--- src/rtl/ex_mdu_pkg.sv ---
// Shared definitions for the execute-stage multiply/divide unit:
// M-op codes (funct3), sequencer state encoding and iteration count.
package ex_mdu_pkg;

   localparam logic [2:0] MD_MUL    = 3'd0;
   localparam logic [2:0] MD_MULH   = 3'd1;
   localparam logic [2:0] MD_MULHSU = 3'd2;
   localparam logic [2:0] MD_MULHU  = 3'd3;
   localparam logic [2:0] MD_DIV    = 3'd4;
   localparam logic [2:0] MD_DIVU   = 3'd5;
   localparam logic [2:0] MD_REM    = 3'd6;
   localparam logic [2:0] MD_REMU   = 3'd7;

   localparam int MD_ITER = 32;

   typedef enum logic [1:0] {
      MD_IDLE = 2'd0,
      MD_BUSY = 2'd1,
      MD_DONE = 2'd2
   } md_state_e;

   // rs1 is treated as signed by every op except the fully unsigned ones
   function automatic logic is_signed_a(input logic [2:0] op);
      return !(op == MD_MULHU || op == MD_DIVU || op == MD_REMU);
   endfunction

   function automatic logic is_signed_b(input logic [2:0] op);
      return (op == MD_MUL || op == MD_MULH || op == MD_DIV || op == MD_REM);
   endfunction

endpackage

--- src/rtl/mdu_iter.sv ---
// Datapath slice of the MDU: operand magnitudes/sign flags at start, one
// shift-add or restoring-divide step per cycle, and final sign fix-up.
module mdu_iter
   import ex_mdu_pkg::*;
#(
   parameter int XLEN = 32
) (
   input  logic [2:0]      start_op,
   input  logic [XLEN-1:0] opv1,
   input  logic [XLEN-1:0] opv2,
   output logic [XLEN-1:0] mag1,
   output logic [XLEN-1:0] mag2,
   output logic            neg_q,
   output logic            neg_r,
   input  logic [2:0]      op,
   input  logic            sign_q,
   input  logic            sign_r,
   input  logic [XLEN-1:0] acc_hi,
   input  logic [XLEN-1:0] acc_lo,
   input  logic [XLEN-1:0] operand,
   output logic [XLEN-1:0] nxt_hi,
   output logic [XLEN-1:0] nxt_lo,
   output logic [XLEN-1:0] fixed
);

   logic            neg1;
   logic            neg2;
   logic [XLEN:0]   sum;
   logic [XLEN:0]   shifted;
   logic [XLEN-1:0] rem_sub;
   logic [2*XLEN-1:0] product;
   logic [2*XLEN-1:0] signed_prod;

   // neg_q flips the product/quotient; neg_r gives the remainder the dividend's sign
   assign neg1  = is_signed_a(start_op) & opv1[XLEN-1];
   assign neg2  = is_signed_b(start_op) & opv2[XLEN-1];
   assign mag1  = neg1 ? -opv1 : opv1;
   assign mag2  = neg2 ? -opv2 : opv2;
   assign neg_q = neg1 ^ neg2;
   assign neg_r = neg1;

   // Multiply: {acc_hi, acc_lo} shifts right with the multiplier in acc_lo.
   // Divide: acc_hi is the remainder, acc_lo shifts dividend out and quotient in;
   // the restored remainder is always below the divisor so it fits in XLEN bits.
   always_comb begin
      sum     = {1'b0, acc_hi} + (acc_lo[0] ? {1'b0, operand} : '0);
      shifted = {acc_hi, acc_lo[XLEN-1]};
      rem_sub = shifted[XLEN-1:0] - operand;
      nxt_hi  = sum[XLEN:1];
      nxt_lo  = {sum[0], acc_lo[XLEN-1:1]};
      if (op[2]) begin
         if (shifted >= {1'b0, operand}) begin
            nxt_hi = rem_sub;
            nxt_lo = {acc_lo[XLEN-2:0], 1'b1};
         end else begin
            nxt_hi = shifted[XLEN-1:0];
            nxt_lo = {acc_lo[XLEN-2:0], 1'b0};
         end
      end
   end

   assign product     = {nxt_hi, nxt_lo};
   assign signed_prod = sign_q ? -product : product;

   // Fix-up is taken on the post-step accumulator so the last step can retire directly
   always_comb begin
      fixed = '0;
      case (op)
         MD_MUL:                        fixed = signed_prod[XLEN-1:0];
         MD_MULH, MD_MULHSU, MD_MULHU:  fixed = signed_prod[2*XLEN-1:XLEN];
         MD_DIV, MD_DIVU:               fixed = sign_q ? -nxt_lo : nxt_lo;
         default:                       fixed = sign_r ? -nxt_hi : nxt_hi;
      endcase
   end

endmodule

--- src/rtl/ex_mdu.sv ---
// Iterative RV32M multiply/divide sequencer beside the EX ALU; stalls the
// front of the pipe via stallreq until a registered result is available.
module ex_mdu
   import ex_mdu_pkg::*;
#(
   parameter int XLEN = 32
) (
   input  logic            clk,
   input  logic            rst,
   input  logic            req,
   input  logic [2:0]      op,
   input  logic [XLEN-1:0] opv1,
   input  logic [XLEN-1:0] opv2,
   input  logic            flush,
   input  logic            hold,
   output logic            stallreq,
   output logic            done,
   output logic [XLEN-1:0] result
);

   md_state_e       state;
   md_state_e       state_nxt;
   logic [4:0]      cnt;
   logic [2:0]      op_q;
   logic            sign_q;
   logic            sign_r;
   logic [XLEN-1:0] acc_hi;
   logic [XLEN-1:0] acc_lo;
   logic [XLEN-1:0] operand;
   logic [XLEN-1:0] mag1;
   logic [XLEN-1:0] mag2;
   logic            neg_q;
   logic            neg_r;
   logic [XLEN-1:0] nxt_hi;
   logic [XLEN-1:0] nxt_lo;
   logic [XLEN-1:0] fixed;
   logic            start;
   logic            div_zero;
   logic            div_ovf;
   logic            special;
   logic [XLEN-1:0] special_res;

   mdu_iter #(.XLEN(XLEN)) u_iter (
      .start_op (op),
      .opv1     (opv1),
      .opv2     (opv2),
      .mag1     (mag1),
      .mag2     (mag2),
      .neg_q    (neg_q),
      .neg_r    (neg_r),
      .op       (op_q),
      .sign_q   (sign_q),
      .sign_r   (sign_r),
      .acc_hi   (acc_hi),
      .acc_lo   (acc_lo),
      .operand  (operand),
      .nxt_hi   (nxt_hi),
      .nxt_lo   (nxt_lo),
      .fixed    (fixed)
   );

   assign start    = (state == MD_IDLE) & req & ~flush;
   assign stallreq = req & ~flush & (state != MD_DONE);

   // Divide-by-zero and signed overflow bypass the loop entirely
   assign div_zero = op[2] & (opv2 == '0);
   assign div_ovf  = (op == MD_DIV || op == MD_REM) &
                     (opv1 == {1'b1, {(XLEN-1){1'b0}}}) & (opv2 == '1);
   assign special  = div_zero | div_ovf;

   always_comb begin
      special_res = '0;
      if (div_zero)
         special_res = op[1] ? opv1 : '1;
      else if (op == MD_DIV)
         special_res = {1'b1, {(XLEN-1){1'b0}}};
   end

   always_ff @(posedge clk) begin
      if (rst)
         state <= MD_IDLE;
      else
         state <= state_nxt;
   end

   // flush wins in every state and kills the op before it can report done
   always_comb begin
      state_nxt = state;
      if (flush) begin
         state_nxt = MD_IDLE;
      end else begin
         case (state)
            MD_IDLE: if (req) state_nxt = special ? MD_DONE : MD_BUSY;
            MD_BUSY: if (cnt == 5'(MD_ITER - 1)) state_nxt = MD_DONE;
            MD_DONE: if (!hold) state_nxt = MD_IDLE;
            default: state_nxt = MD_IDLE;
         endcase
      end
   end

   always_ff @(posedge clk) begin
      if (rst) begin
         cnt     <= '0;
         op_q    <= '0;
         sign_q  <= 1'b0;
         sign_r  <= 1'b0;
         acc_hi  <= '0;
         acc_lo  <= '0;
         operand <= '0;
         done    <= 1'b0;
         result  <= '0;
      end else begin
         done <= (state_nxt == MD_DONE);
         if (flush) begin
            cnt <= '0;
         end else if (start) begin
            op_q    <= op;
            sign_q  <= neg_q;
            sign_r  <= neg_r;
            acc_hi  <= '0;
            acc_lo  <= mag1;
            operand <= mag2;
            cnt     <= '0;
            if (special)
               result <= special_res;
         end else if (state == MD_BUSY) begin
            acc_hi <= nxt_hi;
            acc_lo <= nxt_lo;
            cnt    <= cnt + 5'd1;
            if (cnt == 5'(MD_ITER - 1))
               result <= fixed;
         end
      end
   end

endmodule

--- config.mk ---
export PLATFORM = sky130hd
export DESIGN_NAME = ex_mdu
export DESIGN_NICKNAME = d
export VERILOG_FILES = /design/src/rtl/ex_mdu_pkg.sv /design/src/rtl/mdu_iter.sv /design/src/rtl/ex_mdu.sv
export SDC_FILE = /design/constraint.sdc
export NUM_CORES = 1
export LEC_CHECK = 0
export CORE_AREA = 2 2 182 184
export CTS_CLUSTER_SIZE = 24
export DETAILED_ROUTE_END_ITERATION = 8
export DIE_AREA = 0 0 184 186
export GPL_TIMING_DRIVEN = 0
export PLACE_DENSITY = 0.73
export REMOVE_ABC_BUFFERS = 1
export SLEW_MARGIN = 25
export SYNTH_ARGS = -nofsm -noshare
export SYNTH_HDL_FRONTEND = slang
export SYNTH_HIERARCHICAL = 1
export SYNTH_SLANG_ARGS = --single-unit
--- constraint.sdc ---
create_clock -name clk -period 7.8 [get_ports clk]
set_input_delay 1.17 -clock clk [delete_from_list [all_inputs] [get_ports clk]]
set_output_delay 1.17 -clock clk [all_outputs]
set_load 0.01 [all_outputs]
Word-level counts from Yosys, hierarchy flattened
Index checks and enable logic that the tools add are counted.
{ "word_totals": {"in_bits": 72, "regBits": 141, "out_inout_bits": 34} }
{ "op_classes": {"n_addsub": 8, "bitwise": 12, "n_mux": 28, "n_lt_le_gt_ge": 1, "reduce_logical": 19, "n_eq_ne": 19} }
{ "ops": {"columns": ["operator", "n"], "rows": [
  ["2-to-1 mux 32 bit", 19],
  ["negator 32 bit", 4],
  ["case mux 32 bit (3 select lines)", 1],
  ["== test 32 bit, second input constant", 2],
  ["2-to-1 mux 64 bit", 1],
  ["negator 64 bit", 1],
  ["adder 32 x 33 -> 33 bit", 1],
  [">= comparator 33 x 32 -> 1 bit", 1],
  ["zero test 32 bit", 1],
  ["subtractor 32 bit", 1],
  ["== test 3 bit, second input constant", 6],
  ["2-to-1 mux 2 bit", 5],
  ["bitwise AND 1 bit", 9],
  ["== test 3 x 2 -> 1 bit, second input constant", 3],
  ["== test 3 x 1 -> 1 bit, second input constant", 2],
  ["zero test 3 bit", 2],
  ["logical OR 1 bit", 6],
  ["case mux 2 bit (3 select lines)", 1],
  ["OR reduction 3 bit", 2],
  ["adder 5 x 1 -> 5 bit, second input constant", 1],
  ["== test 5 bit, second input constant", 1],
  ["== test 2 bit, second input constant", 2],
  ["AND reduction 2 bit", 2],
  ["AND reduction 4 bit", 1],
  ["11 further kinds", 12]
]} }

Logic depth before layout (Yosys ltp)
{ "depth": {"ltp_word": 10, "mapped_depth": 23, "mapped_depth_nobuf": 21} }

By module
The synthesis kept the hierarchy.
{ "by_module_without_submodules": {"columns": ["mod", "area_each_um2", "cells_per_inst", "n_inst", "seq_area_each_um2"], "rows": [
  ["mdu_iter", 9689.3, 1467, 1, 0.0],
  ["ex_mdu", 6192.2, 706, 1, 2822.7]
]} }

Worst setup path before layout
Ideal clock, no wire load.
{ "synth_path": {"kind": "flip-flop to flip-flop", "startpoint": "register operand[18]", "endpoint": "register result[30]", "arrival_time_ns": 4.546, "path_slack_ns": 3.139, "required_time_ns": 7.685, "path_buffers": 1, "path_stages_with_launch": 21, "cell_sequence": "dfxtp_1 inv_1 ha_1 buf_6 a21o_1 a31oi_4 o221ai_2 a211oi_4 a31oi_1 inv_1 ha_1 o211ai_1 or4_1 or4_1 or4_1 nor4_1 mux2i_1 o32a_1 nor2_1 o221ai_2 o21a_1"} }
{ "synth_between": {"elab_chain_cells": 9, "word_cells_on_any_way": 18, "classes_between": "add/sub (5); order compare (1); mux (12)"} }
{ "synth_lines": {"columns": ["element", "line", "text"], "rows": [
  ["from (decl)", "ex_mdu.sv:29", "logic [XLEN-1:0] operand;"],
  ["from (signal assigned)", "ex_mdu.sv:122", "operand <= mag2;"],
  [">= comparator 33 x 32 -> 1 bit (*)", "mdu_iter.sv:52", "if (shifted >= {1'b0, operand}) begin"],
  ["2-to-1 mux 1 bit (*)", "mdu_iter.sv:52", null],
  ["2-to-1 mux 32 bit (*)", "mdu_iter.sv:51", "if (op[2]) begin"],
  ["named net nxt_lo[0]", "ex_mdu.sv:35", "logic [XLEN-1:0] nxt_lo;"],
  ["negator 64 bit or negator 32 bit (tied branches)", "mdu_iter.sv:63, mdu_iter.sv:71", null],
  ["2-to-1 mux 64 bit or 2-to-1 mux 32 bit (tied branches)", "mdu_iter.sv:63, mdu_iter.sv:71", null],
  ["case mux 32 bit (3 select lines) (*)", "mdu_iter.sv:68", "case (op)"],
  ["named net fixed[30]", "ex_mdu.sv:36", "logic [XLEN-1:0] fixed;"],
  ["2-to-1 mux 32 bit (*)", "ex_mdu.sv:130", "if (cnt == 5'(MD_ITER - 1))"],
  ["2-to-1 mux 32 bit (*)", "ex_mdu.sv:126", "end else if (state == MD_BUSY) begin"],
  ["2-to-1 mux 32 bit (*)", "ex_mdu.sv:116", "end else if (start) begin"],
  ["to (signal assigned)", "ex_mdu.sv:125", "result <= special_res;"],
  ["to (signal assigned)", "ex_mdu.sv:131", "result <= fixed;"],
  ["to (decl)", "ex_mdu.sv:18", "output logic [XLEN-1:0] result"]
]} }
The timed path passes the listed nets; every way through them passes the cells marked *. The select of a mux whose other input is x is not followed.
A chain may end at the register's enable or synchronous reset.

Final worst setup path
{ "layout_path": {"startpoint": "register operand[18]", "endpoint": "register result[30]"} }
{ "layout_between": {"elab_chain_cells": 9, "word_cells_on_any_way": 18, "classes_between": "add/sub (5); order compare (1); mux (12)"} }
{ "layout_lines": {"columns": ["element", "line", "text"], "rows": [
  [">= comparator 33 x 32 -> 1 bit (*)", "mdu_iter.sv:52", null],
  ["2-to-1 mux 32 bit (*)", "mdu_iter.sv:52", null],
  ["2-to-1 mux 32 bit (*)", "mdu_iter.sv:51", null],
  ["named net nxt_hi[9]", "ex_mdu.sv:34", "logic [XLEN-1:0] nxt_hi;"],
  ["negator 64 bit or negator 32 bit (tied branches)", "mdu_iter.sv:63, mdu_iter.sv:72", null],
  ["2-to-1 mux 64 bit or 2-to-1 mux 32 bit (tied branches)", "mdu_iter.sv:63, mdu_iter.sv:72", null],
  ["case mux 32 bit (3 select lines) (*)", "mdu_iter.sv:68", null],
  ["named net fixed[30]", "ex_mdu.sv:36", null],
  ["2-to-1 mux 32 bit (*)", "ex_mdu.sv:130", null],
  ["2-to-1 mux 32 bit (*)", "ex_mdu.sv:126", null],
  ["2-to-1 mux 32 bit (*)", "ex_mdu.sv:116", null]
]} }
Marked as above.

==> reports/metrics.yaml <==
outcome: "completed"
grt-ovfl-total: 0
async_flop_share: 0
end_kind: "flop"
number_of_max_slew_violations_in_the_final_report: 0
die_x_um: 184
period_needed_ns: 6.60
finalSetupViolCount: 0
numCtsBuffers: 17
yosys-top-cells-count: "257 x sky130_fd_sc_hd__nand2_1, 184 x sky130_fd_sc_hd__nor2_1, 183 x sky130_fd_sc_hd__a21oi_1"
avgViaCountPerCell: 6.66
detailedPlacementHpwl_mm: 44.3
hp-class: "reg -> reg"
fin_skew_ns: 0.0114
area_growth_syn_to_layout_pct: 12.1
synth_top_cell_by_area: "sky130_fd_sc_hd__dfxtp_1"
synthesis.area_sq_um: 15900
postCtsHoldBufs: 0
max_transition_margin: 0.273
worst_slew_pin_slew_ns: 1.08
floorplan.initialDensity: 0.493
finalNetCount: 2321
cts_root_buf: "sky130_fd_sc_hd__clkbuf_16"
antenna_cells: 0
yosys_warnings: 6
layout.core_utilization: 0.553
count_of_input_and_output_buffers: 105
io-pin-count: 106
synth_most_common_cell: "sky130_fd_sc_hd__nand2_1"
timing.final.crit_share: 0.846
number_of_global_route_vias_before_repair: 16300
synth_flop_cell: "sky130_fd_sc_hd__dfxtp_1"
cts.repair.resized: 0
core_area_sq_um: 32200
clk_pin_slew_ns: 0.07
detailedRoute.firstIterationViolations: 1889
synth_cell_type_count: 114
remaining_design_rule_violation_count: 0
numClockSinks: 141
core.rowCount: 66
power_leakage_uw: 0.00681
worst_slack_setup_final_ns: 1.20
required_ns: 8.14
syn_inst: 2173
antenna_violating_nets_post_route: 0
number_of_iterations_in_the_first_detailed_routing_pass: 6
drive_gt1_frac: 0.0877
whs_ns: 0.465
timing.critical_path.fanout_max: 27
maxClockFrequency_mhz: 152
cts.htree.levels: 4
post-place-ws_ns: 1.50
number_of_setup_buffers_added_after_cts: 0
grt_usage: 0.337
cts_tree: "built"
routed-via-count: 17300
grt_setup_unrepaired: "false"
finalWirelength_mm: 58.1
max-vdd-ir-drop_mv: 0.0977
finalNonFillerCells: 2598
n_fill_cell: 3056
post-synth-top-area-fraction: 0.178
critPathArrivalTime_ns: 6.93
antenna_violations_before_repair: 0
cap_violations: 0
power.density_cell_area_nw_per_um2: 140
syn_area_per_cell_sq_um: 7.31
routedWlPerCell_um: 22.4
critical_path_type: "reg -> reg"
synth_seq_area_share: 0.178
maximum_number_of_pins_on_one_net_before_global_route_repair: 78
critPathLaunchType: "flop"
clock_path_buffers: 2
placedCellCount: 2565
gp_congestion: 1.01
number_of_hold_slack_violations_in_the_final_timing_report: 0
synth_register_bits: 141
yosys-top-cells-area: "sky130_fd_sc_hd__dfxtp_1 18%, sky130_fd_sc_hd__nand2_1 6.1%, sky130_fd_sc_hd__a21oi_1 5.8%"
floorplan.die_area_sq_um: 34200
grt_pass1_wl_mm: 90.9
die_ht_um: 186
clock_insertion_delay_worst_skew_ns: 0.44
synth-edff-count: 0
final.setup.tns_ns: 0
==> flip-flops by register name, summed over array words and instances, names as in the netlist <==
| signal | count |
|---|---|
| result | 32 |
| acc_lo | 32 |
| done | 1 |
| sign_q | 1 |
| operand | 32 |
| sign_r | 1 |
| cnt | 5 |
| acc_hi | 32 |
| op_q | 3 |
| state | 2 |
==> metal layers <==
metal / vias to the layer above / global-route usage / share of wire
met2: 911 / 0.544 / 0.45
met5: - / 0 / 0
met3: 160 / 0.0528 / 0.088
li1: 8053 / - / -
met4: 0 / 0.188 / 0.057
met1: 8173 / 0.428 / 0.41
==> cells in the final DEF (no fill, tap or decap), types with 10 or more instances in the layout <==
| master | instances |
|---|---|
| sky130_fd_sc_hd__inv_1 | 97 |
| sky130_fd_sc_hd__xor2_1 | 54 |
| sky130_fd_sc_hd__xnor2_1 | 92 |
| sky130_fd_sc_hd__nor2_1 | 182 |
| sky130_fd_sc_hd__a211oi_1 | 15 |
| sky130_fd_sc_hd__a21oi_1 | 182 |
| sky130_fd_sc_hd__or4_1 | 20 |
| sky130_fd_sc_hd__o31ai_1 | 41 |
| sky130_fd_sc_hd__o21bai_1 | 10 |
| sky130_fd_sc_hd__o22ai_1 | 13 |
| sky130_fd_sc_hd__ha_1 | 70 |
| sky130_fd_sc_hd__nor2b_1 | 43 |
| sky130_fd_sc_hd__nor3b_1 | 10 |
| sky130_fd_sc_hd__o21a_1 | 41 |
| sky130_fd_sc_hd__nand2_1 | 255 |
| sky130_fd_sc_hd__o211ai_1 | 19 |
| sky130_fd_sc_hd__mux2_2 | 21 |
| sky130_fd_sc_hd__o21ai_0 | 104 |
| sky130_fd_sc_hd__clkbuf_16 | 17 |
| sky130_fd_sc_hd__and2_1 | 43 |
| sky130_fd_sc_hd__nand3_1 | 41 |
| sky130_fd_sc_hd__nand2b_1 | 18 |
| sky130_fd_sc_hd__or3_1 | 18 |
| sky130_fd_sc_hd__a22oi_1 | 40 |
| sky130_fd_sc_hd__o221ai_2 | 34 |
| sky130_fd_sc_hd__nor4_1 | 32 |
| sky130_fd_sc_hd__o221ai_1 | 45 |
| sky130_fd_sc_hd__o41ai_1 | 12 |
| sky130_fd_sc_hd__or2_2 | 15 |
| sky130_fd_sc_hd__a31oi_1 | 14 |
| sky130_fd_sc_hd__a21o_1 | 21 |
| sky130_fd_sc_hd__dfxtp_1 | 138 |
| sky130_fd_sc_hd__nor3_1 | 49 |
| sky130_fd_sc_hd__nand4_1 | 31 |
| sky130_fd_sc_hd__mux2i_1 | 23 |
| sky130_fd_sc_hd__clkdlybuf4s50_1 | 103 |
==> cell families (layout without fill, tap and decap cells) <==
| kind of cell | after synthesis | count (layout) | synth area share |
|---|---|---|---|
| buffers and inverters | 237 | 254 | 0.0645 |
| AO/OA/AOI/OAI | 703 | 703 | 0.326 |
| adder cells (fa/ha/maj) | 72 | 72 | 0.0577 |
| XOR/XNOR | 146 | 146 | 0.0805 |
| AND/OR/NAND/NOR | 830 | 830 | 0.264 |
| multiplexers | 44 | 44 | 0.0294 |
| flip-flops | 141 | 141 | 0.178 |
==> critical path, stage by stage, from the launching register on <==
cell and delay [ns]:
sky130_fd_sc_hd__dfxtp_1 0.47, sky130_fd_sc_hd__inv_1 0.08, sky130_fd_sc_hd__ha_1 0.39, sky130_fd_sc_hd__a21o_1 0.26
sky130_fd_sc_hd__a31oi_4 0.24, sky130_fd_sc_hd__o221ai_2 0.18, sky130_fd_sc_hd__a211oi_4 0.79, sky130_fd_sc_hd__nand2_4 0.43
sky130_fd_sc_hd__a311oi_2 0.75, sky130_fd_sc_hd__inv_1 0.19, sky130_fd_sc_hd__a2111oi_4 0.47, sky130_fd_sc_hd__nand3_2 0.34
sky130_fd_sc_hd__or4_1 0.59, sky130_fd_sc_hd__nor4_1 0.43, sky130_fd_sc_hd__mux2i_1 0.15, sky130_fd_sc_hd__o32a_1 0.30
sky130_fd_sc_hd__nor2_1 0.13, sky130_fd_sc_hd__o221ai_2 0.13, sky130_fd_sc_hd__o21a_1 0.11
==> where the power goes <==
| part | leakage, uW | internal [uW] | switching (uW) |
|---|---|---|---|
| clock network | 0.000286 | 461 | 387 |
| registers | 0.00114 | 738 | 30.3 |
| logic | 0.00538 | 313 | 569 |
==> cell type report <==
cell class                 count  area (sq um)  area share
multi-input combinational   1795         12100       0.680
inverter                     101           379      0.0213
sequential                   141          2830       0.159
tap                          408           510      0.0287
clock buffer                  18           439      0.0247
timing repair buffer         121          1380      0.0775
clock inverter                14           153     0.00858
==> metrics by stage <==
step | cell area [sq um] | power [uW]
floorplan | 15200 | 1330
global placement | 16800 | 1610
detailed placement | 17200 | 1640
CTS | 17800 | 2480
global route | 17800 | 2600
finish | 17800 | 2500
==> final timing paths <==
kind                                   from          to  slack [ns]  cells after the start
worst min register to register   result[22]  result[22]        0.46                      1
worst max register to register  operand[18]  result[30]        1.20                     18
worst max-delay path            operand[18]  result[30]        1.20                     18
worst min-delay path             result[22]  result[22]        0.46                      1
Power figures use the tool's default switching activity.
